`config.mk`:
```
export PLATFORM = sky130hd
export DESIGN_NAME = grad_mag_pipe
export DESIGN_NICKNAME = d
export VERILOG_FILES = /design/src/rtl/grad_mag_pipe.sv
export SDC_FILE = /design/constraint.sdc
export NUM_CORES = 1
export LEC_CHECK = 0
export CORE_UTILIZATION = 50
export CTS_CLUSTER_DIAMETER = 50
export DETAILED_ROUTE_END_ITERATION = 6
export PLACE_DENSITY = 0.75
export SLEW_MARGIN = 20
export SYNTH_ARGS = -nofsm -noshare
export SYNTH_HDL_FRONTEND = slang
export SYNTH_SLANG_ARGS = --single-unit
```
`constraint.sdc`:
```
create_clock -name clk_i -period 7.9 [get_ports clk_i]
set_input_delay 1.58 -clock clk_i [delete_from_list [all_inputs] [get_ports clk_i]]
set_output_delay 1.58 -clock clk_i [all_outputs]
set_load 0.02 [all_outputs]
```
`src/rtl/grad_mag_pipe.sv`:
```
// rtl/grad_mag_pipe.sv - two-stage gradient magnitude/direction pipeline with valid/ready flow control
module grad_mag_pipe #(
    parameter int Width = 14,
    parameter int Mode  = 2
) (
    input  logic                    clk_i,
    input  logic                    rst_i,
    input  logic                    valid_i,
    input  logic signed [Width-1:0] gx_i,
    input  logic signed [Width-1:0] gy_i,
    input  logic                    last_i,
    output logic                    ready_o,
    input  logic        [Width:0]   thresh_i,
    output logic                    valid_o,
    output logic        [Width:0]   mag_o,
    output logic        [1:0]       dir_o,
    output logic                    strong_o,
    output logic                    last_o,
    input  logic                    ready_i
);

    if (Mode < 0 || Mode > 2) begin : g_bad_mode
        $error("grad_mag_pipe: Mode must be 0, 1 or 2");
    end
    if (Width < 4) begin : g_bad_width
        $error("grad_mag_pipe: Width must be at least 4");
    end

    logic             v1_q, v1_d;
    logic [Width-1:0] ax_q, ax_d, ay_q, ay_d;
    logic             sx_q, sx_d, sy_q, sy_d;
    logic             zx_q, zx_d, zy_q, zy_d;
    logic             last1_q, last1_d;

    logic             v2_q, v2_d;
    logic [Width:0]   mag_q, mag_d;
    logic [1:0]       dir_q, dir_d;
    logic             last2_q, last2_d;

    logic             en1, en2;
    logic [Width:0]   ax_w, ay_w, mx, mn, mag_c;
    logic [1:0]       dir_c;
    logic             neg_x, neg_y;

    always_comb begin
        en2 = ~v2_q | ready_i;
        en1 = ~v1_q | en2;

        // Extend before shifting so (a<<1) and the sum cannot wrap.
        ax_w = {1'b0, ax_q};
        ay_w = {1'b0, ay_q};
        mx   = (ax_w >= ay_w) ? ax_w : ay_w;
        mn   = (ax_w >= ay_w) ? ay_w : ax_w;

        if (Mode == 0) begin
            mag_c = ax_w + ay_w;
        end else if (Mode == 1) begin
            mag_c = mx;
        end else begin
            mag_c = mx + (mn >> 1);
        end

        neg_x = sx_q & ~zx_q;
        neg_y = sy_q & ~zy_q;
        if ((ay_w << 1) <= ax_w) begin
            dir_c = 2'd0;
        end else if ((ax_w << 1) <= ay_w) begin
            dir_c = 2'd2;
        end else if (neg_x == neg_y) begin
            dir_c = 2'd1;
        end else begin
            dir_c = 2'd3;
        end

        v1_d    = v1_q;
        ax_d    = ax_q;
        ay_d    = ay_q;
        sx_d    = sx_q;
        sy_d    = sy_q;
        zx_d    = zx_q;
        zy_d    = zy_q;
        last1_d = last1_q;
        v2_d    = v2_q;
        mag_d   = mag_q;
        dir_d   = dir_q;
        last2_d = last2_q;

        if (en1) begin
            v1_d    = valid_i;
            // Negating the most negative value lands on 2^(Width-1), still representable unsigned.
            ax_d    = gx_i[Width-1] ? $unsigned(-gx_i) : $unsigned(gx_i);
            ay_d    = gy_i[Width-1] ? $unsigned(-gy_i) : $unsigned(gy_i);
            sx_d    = gx_i[Width-1];
            sy_d    = gy_i[Width-1];
            zx_d    = (gx_i == '0);
            zy_d    = (gy_i == '0);
            last1_d = last_i;
        end
        if (en2) begin
            v2_d    = v1_q;
            mag_d   = mag_c;
            dir_d   = dir_c;
            last2_d = last1_q;
        end
    end

    always_ff @(posedge clk_i or posedge rst_i) begin
        if (rst_i) begin
            v1_q    <= 1'b0;
            ax_q    <= '0;
            ay_q    <= '0;
            sx_q    <= 1'b0;
            sy_q    <= 1'b0;
            zx_q    <= 1'b0;
            zy_q    <= 1'b0;
            last1_q <= 1'b0;
            v2_q    <= 1'b0;
            mag_q   <= '0;
            dir_q   <= 2'd0;
            last2_q <= 1'b0;
        end else begin
            v1_q    <= v1_d;
            ax_q    <= ax_d;
            ay_q    <= ay_d;
            sx_q    <= sx_d;
            sy_q    <= sy_d;
            zx_q    <= zx_d;
            zy_q    <= zy_d;
            last1_q <= last1_d;
            v2_q    <= v2_d;
            mag_q   <= mag_d;
            dir_q   <= dir_d;
            last2_q <= last2_d;
        end
    end

    assign ready_o  = en1;
    assign valid_o  = v2_q;
    assign mag_o    = mag_q;
    assign dir_o    = dir_q;
    assign last_o   = last2_q;
    assign strong_o = (mag_q >= thresh_i);

endmodule
```
Word-level counts from Yosys, hierarchy flattened
Cells that the tools add are included.
{"block": "word_totals", "regBits": 53, "in_bits": 48, "output_inout_bits": 21, "word_cells": 37}
{"block": "op_classes", "add_sub_neg": 3, "n_lt_le_gt_ge": 4, "eq_ne": 1, "n_mux": 7, "bitwise": 8, "reduce_logical": 2}
{"operator": "two-way mux 14 bit", "count": 4}
{"operator": "<= comparator 15 x 14 -> 1 bit", "count": 2}
{"operator": "logical NOT 14 bit", "count": 2}
{"operator": "negator 14 bit", "count": 2}
{"operator": "adder 14 x 13 -> 15 bit", "count": 1}
{"operator": ">= comparator 15 bit", "count": 1}
{"operator": ">= comparator 14 bit", "count": 1}
{"operator": "two-way mux 2 bit", "count": 3}
{"operator": "inverter 1 bit", "count": 4}
{"operator": "AND 1 bit", "count": 2}
{"operator": "bitwise OR 1 bit", "count": 2}
{"operator": "== test 1 bit", "count": 1}

Depth between registers and ports, before layout
Gate-level depths: netlist of the first run.
{"block": "depth", "word_depth": 6, "ltp_mapped": 19, "ltp_nobuf": 18}

Least setup slack after synthesis of the first run
Ideal clock, no wire load.
{"block": "synth_path", "path_type": "input to output", "start": "in thresh_i[0]", "end": "out strong_o", "arrival_ns": 3.071, "required_time_ns": 6.320, "setup_slack_ns": 3.249, "path_stages": 8, "path_cell_list": "ha_1 nand2b_1 a21o_1 a21o_1 a211oi_1 o21ai_1 a221oi_1 o211ai_1"}
{"block": "synth_via", "elab_chain_len": 1}
{"element": "start, declared", "line_no": "13", "source": "input logic [Width:0] thresh_i,"}
{"element": ">= comparator 15 bit", "line_no": "142", "source": "assign strong_o = (mag_q >= thresh_i);"}
{"element": "end, declared", "line_no": "17", "source": "output logic strong_o,"}
Every way passes these cells.

Final worst setup path of the first run
Ends and elaborated chain as after synthesis.

==> qor.yml, run 1 <==
status:
  status: "finished clean"
power_and_ir_drop:
  design_power_total_mw: 1.34
  pwr-share-clk: 0.117
  power_density_nw_per_um2: 249
  p_comb_frac: 0.587
  p_sw_frac: 0.432
  seqPwrFrac: 0.295
  p_int_uw: 763
  power.switching_uw: 580
  vdd_drop_max_uv: 89.7
  power.leakage_nw: 2.53
synth:
  synth_cell_types: 51
  async_flop_share: 1.00
  synth_top_area_frac: 0.292
  yosys-top-cells-area: "dfrtp_1 29%, ha_1 19%, nand2_1 7.8%"
  yosysWarnings: 0
  yosysMostFrequentCell: "nand2_1"
  syn_inst: 546
  yosysSeqAreaShare: 0.292
  ys_top_cells_by_count: "94 x nand2_1, 70 x ha_1, 65 x o21ai_0"
  synth-seq-cells: 53
  synth_nets: 665
  synth-edff-count: 0
  syn_area_sq_um: 4540
  avgSynthCellArea_sq_um: 8.32
  synth_flop_cell: "dfrtp_1"
  synth_top_cell_by_area: "dfrtp_1"
clocking:
  cts_tree: "done"
  hold_buffers: 0
  path_clk_slew_ns: 0.10
  cts_buffers: 5
  cts.htree.levels: 2
  cts-root-buf: "clkbuf_8"
  cts-resized-gates: 0
  clk_latency_ns: 0.31
  post-cts-setup-buffers: 0
  cts_buffer_depth: 2
  clock-sinks: 53
route:
  wl_per_cell_um: 14.0
  vias_per_cell: 5.55
  vias: 3976
  wl_um: 10000
  wl_met2_um: 4760
  wl_met1_um: 4700
  ant_nets: 0
  highest-signal-layer: "met4"
  drc: 0
  dr.pass1.iters: 4
  drtIter0Drc: 163
  dr_wl_met3_um: 403
timing:
  max_slew.worst_pin.slew_ns: 0.872
  slew_viol_final: 0
  relSlewSlack: 0.418
  fin_crit_sh: 0.713
  setup_viol: 0
  finalSetupTns_ns: 0
  fin_skew_ns: 0.00454
  timing.final.ws_setup_ns: 2.26
  hold_viol: 0
  max_freq_mhz: 177
  grt_setup_unrepaired: "false"
  whs_ns: 0.470
  period_minus_slack_ns: 5.64
worst_setup_path:
  cp_slowest_cell: "clkdlybuf4s50_1"
  cp-end-kind: "primary output"
  regToRegStartpoint: "ax_q[0]$_DFFE_PP0P_"
  slowest_delay_ns: 0.54
  worstPathMaxFanout: 1
  crit_required_ns: 6.32
  worstSetupStartpointType: "input pin"
  path_cells: "clkdlybuf4s50_1, ha_1, nand2b_1, a21o_1, a21o_1, a211oi_1, o21ai_1, a221oi_1, o211ai_1, clkdlybuf4s50_1"
  crit_type: "input pin to primary output"
  arrival_ns: 4.06
  setup.worst_path.start: "thresh_i[0]"
finish:
  area_growth_pct: 18.9
  post-route-util: 0.617
  nets: 726
  seqCellArea_sq_um: 1330
  drive_gt1_frac: 0.0378
  multi_input_area_sq_um: 2960
  num-fill-cells: 792
  diodes: 0
grt:
  grt_max_degree: 55
  grt_pass1_wl_um: 16900
  gr-total-overflow: 0
  grt_pass1_vias: 3773
  grt_usage: 0.216
  antenna_found_initial: 0
place:
  gp_congestion: 0.935
  dp_slack_ns: 2.22
  portBuffers: 68
  dpl.hpwl_um: 8180
die:
  die_w_um: 97.3
  ioPinCount: 69
  die_area_sq_um: 9470
  initial_core_util: 0.518
  core_region_area_sq_um: 8760
  core.rowCount: 34
  fp.dieH_um: 97.3
worst_hold_path:
  hold_start: "sx_q$_DFFE_PP0P_"
  hp-class: "flip-flop to flip-flop"
job:
  cap_violations: 0
-- cell type report --
cell class                      count  area share
Multi-Input combinational cell    426       0.549
Tap cell                          108      0.0250
Clock inverter                      2     0.00255
Clock buffer                        6      0.0134
Inverter                           50      0.0350
Timing Repair Buffer               71       0.130
Sequential cell                    53       0.245
-- worst max-delay path, delay by kind of cell --
kind	cells	cell delay [ns]
adders and majority gates	1	0.28
buffers and inverters	2	0.95
and+or+nand+nor	1	0.14
AOI/OAI and AO/OA	6	1.09
-- worst paths after layout --
kind,slack [ns],to,cells past startpoint
worst max-delay path,2.26,strong_o,10
worst min-delay path,0.47,sx_q$_DFFE_PP0P_,2
worst max register to register,3.52,mag_o[12]$_DFFE_PP0P_,17
worst min register to register,0.47,sx_q$_DFFE_PP0P_,2
max in group asynchronous,5.63,ax_q[1]$_DFFE_PP0P_,2
min in group asynchronous,1.75,mag_o[12]$_DFFE_PP0P_,2
-- per-stage QoR --
stage	area [sq um]	std cells
4_1_cts	5400	716
2_1_floorplan	4540	546
5_1_grt	5400	716
3_5_place_dp	5320	708
6_report	5400	716
3_3_place_gp	5320	708
-- registers in the layout, indices dropped and copies added (netlist names) --
name	flops
mag_o	15
dir_o	2
ax_q	14
sx_q	1
last1_q	1
sy_q	1
v1_q	1
zy_q	1
ay_q	14
valid_o	1
last_o	1
zx_q	1
-- per-layer routing --
layer | GRT usage | up-vias
met5 | 0 | -
met4 | 0.0498 | 0
met3 | 0.0309 | 13
met2 | 0.387 | 106
met1 | 0.276 | 1819
li1 | - | 2038
-- kinds of logic (layout without fill, tap and decap cells) --
logic type	Yosys count	after routing	share of synthesized area
AOI/OAI and AO/OA	160	160	0.222
and+or+nand+nor	158	158	0.161
adders and majority gates	71	71	0.197
buffers and inverters	67	129	0.0556
DFF	53	53	0.292
xor gates and xnor gates	34	34	0.0655
muxes	3	3	0.00689
-- power groups by stage --
stage	registers [mW]	clock network, mW	logic (mW)
after floorplan	0.436	0	0.512
after global placement	0.399	0	0.758
after detailed placement	0.403	0	0.785
after CTS	0.397	0.160	0.791
after global routing	0.408	0.168	0.884
final	0.397	0.158	0.789
-- cells in the final DEF, fill, tap and decap left out, types with 16 or more instances in the layout --
cell type and instances:
a21o_1 16, a21oi_1 30, clkdlybuf4s50_1 68, dfrtp_1 53
ha_1 70, inv_1 49, nand2_1 94, nor2_1 18
o21ai_0 65, xor2_1 23
Note: power is estimated with default switching activity, not from simulation.
==> run 2, diff against run 1 <==
--- a/config.mk
+++ b/config.mk
@@ -8,7 +8,7 @@
 export CORE_UTILIZATION = 50
 export CTS_CLUSTER_DIAMETER = 50
 export DETAILED_ROUTE_END_ITERATION = 6
-export PLACE_DENSITY = 0.75
+export PLACE_DENSITY = 0.78
 export SLEW_MARGIN = 20
 export SYNTH_ARGS = -nofsm -noshare
 export SYNTH_HDL_FRONTEND = slang
==> constraint.sdc (replaced) <==
create_clock -name clk_i -period 4.85 [get_ports clk_i]
set_input_delay 0.97 -clock clk_i [delete_from_list [all_inputs] [get_ports clk_i]]
set_output_delay 0.97 -clock clk_i [all_outputs]
set_load 0.02 [all_outputs]
==> qor.yml, run 2 (same netlist as run 1, synthesis figures left out) <==
finish:
  post-route-util: 0.619
  design_area_sq_um: 5420
  diodes: 0
  num-fill-cells: 796
  area_growth_pct: 19.3
  final_cell_mix: "94 x nand2_1, 70 x ha_1, 68 x clkdlybuf4s50_1, 65 x o21ai_0, 53 x dfrtp_1"
  nets: 727
  final_common_cell: "nand2_1"
  largest_reg_flops: 15
  drive_gt1_frac: 0.0411
worst_setup_path:
  crit_type: "input pin to primary output"
  crit_required_ns: 3.88
  worstPathMaxFanout: 1
  arrival_ns: 3.44
  rrSetupSlack_ns: 0.59
  worstSetupStartpointType: "input pin"
  cp-end-kind: "primary output"
  setup.worst_path.start: "thresh_i[0]"
  regToRegStartpoint: "ay_q[3]$_DFFE_PP0P_"
clocking:
  cts_tree: "done"
  cts_buffers: 5
  clk_latency_ns: 0.31
  clock-sinks: 53
  cts_buffer_depth: 2
  post-cts-setup-buffers: 0
  cts-root-buf: "clkbuf_8"
  path_clk_slew_ns: 0.11
  cts.htree.levels: 2
  hold_buffers: 0
  cts-resized-gates: 0
grt:
  grt_max_degree: 54
  antenna_found_initial: 0
  grt_pass1_vias: 3861
  grt_usage: 0.225
  grt_pass1_wl_um: 17600
  gr-total-overflow: 0
timing:
  fin_crit_sh: 0.909
  max_freq_mhz: 227
  fin_skew_ns: 0.00670
  whs_ns: 0.470
  finalSetupTns_ns: 0
  max_slew.worst_pin.slew_ns: 0.882
  grt_setup_unrepaired: "false"
  relSlewSlack: 0.412
  slew_viol_final: 0
  hold_viol: 0
  setup_viol: 0
  period_minus_slack_ns: 4.41
power_and_ir_drop:
  power.leakage_nw: 2.54
  vdd_drop_max_uv: 157
  power_density_nw_per_um2: 408
die:
  core.rowCount: 34
  die_area_sq_um: 9470
  ioPinCount: 69
  initial_core_util: 0.518
  die_w_um: 97.3
  fp.dieH_um: 97.3
  core_region_area_sq_um: 8760
route:
  drtIter0Drc: 179
  vias_per_cell: 5.52
  wl_per_cell_um: 14.3
  drc: 0
  vias: 3960
  wl_um: 10200
  dr.pass1.iters: 4
  ant_nets: 0
worst_hold_path:
  hp-class: "flip-flop to flip-flop"
  hold_start: "sx_q$_DFFE_PP0P_"
status:
  status: "finished clean"
job:
  cap_violations: 0
place:
  placed_cell_area_sq_um: 5320
  dpl.hpwl_um: 8520
  gp_congestion: 0.826
  portBuffers: 68
==> run 2: changes by cell type in the layout (fill, tap and decap cells not counted), sizes merged <==
| cell | change |
|---|---|
| clkinvlp | +2 |
| buf | +1 |
| clkbuf | -1 |
| clkinv | -1 |
==> run 2: power breakdown <==
| group | switching, mW | internal [mW] |
|---|---|---|
| registers | 0.0988 | 0.546 |
| clock network | 0.161 | 0.105 |
| logic | 0.697 | 0.601 |
==> run 2: area by class of cell <==
type	count	area, sq um	share of cell area
clock buffers	5	68.8	0.0127
clock inverters	3	26.3	0.00485
inverters	50	189	0.0349
multi-input cells	426	2960	0.547
flip-flops and latches	53	1330	0.245
well taps	108	135	0.0249
repair buffers	72	711	0.131
==> run 2: critical path: stages <==
cell and delay, ns:
clkdlybuf4s50_1 0.42, ha_1 0.30, nand2b_1 0.14, a21o_1 0.17, a21o_1 0.18, a211oi_1 0.22, o21ai_1 0.13, a221oi_1 0.27
o211ai_1 0.11, clkdlybuf4s50_1 0.54
==> run 2: path summary, 6_finish.rpt <==
check / endpoint / depth (start not counted)
min: sx_q$_DFFE_PP0P_ / 2
min in group asynchronous: last_o$_DFFE_PP0P_ / 2
min reg2reg: sx_q$_DFFE_PP0P_ / 2
max: strong_o / 10
max reg2reg: mag_o[12]$_DFFE_PP0P_ / 17
max in group asynchronous: ay_q[4]$_DFFE_PP0P_ / 2
==> run 2: layer usage <==
layer	up-vias	routed length, um	track usage
met4	0	227	0.0600
met3	19	460	0.0345
met1	1802	4710	0.292
li1	2038	-	-
met5	-	0	0
met2	101	4830	0.391
==> run 2: stage by stage <==
step	power (mW)	worst slack (ns)	cells
6_report	2.21	0.440	717
3_5_place_dp	1.95	0.426	709
4_1_cts	2.23	0.420	717
3_3_place_gp	1.90	0.453	709
5_1_grt	2.42	0.248	717
2_1_floorplan	1.54	1.05	546
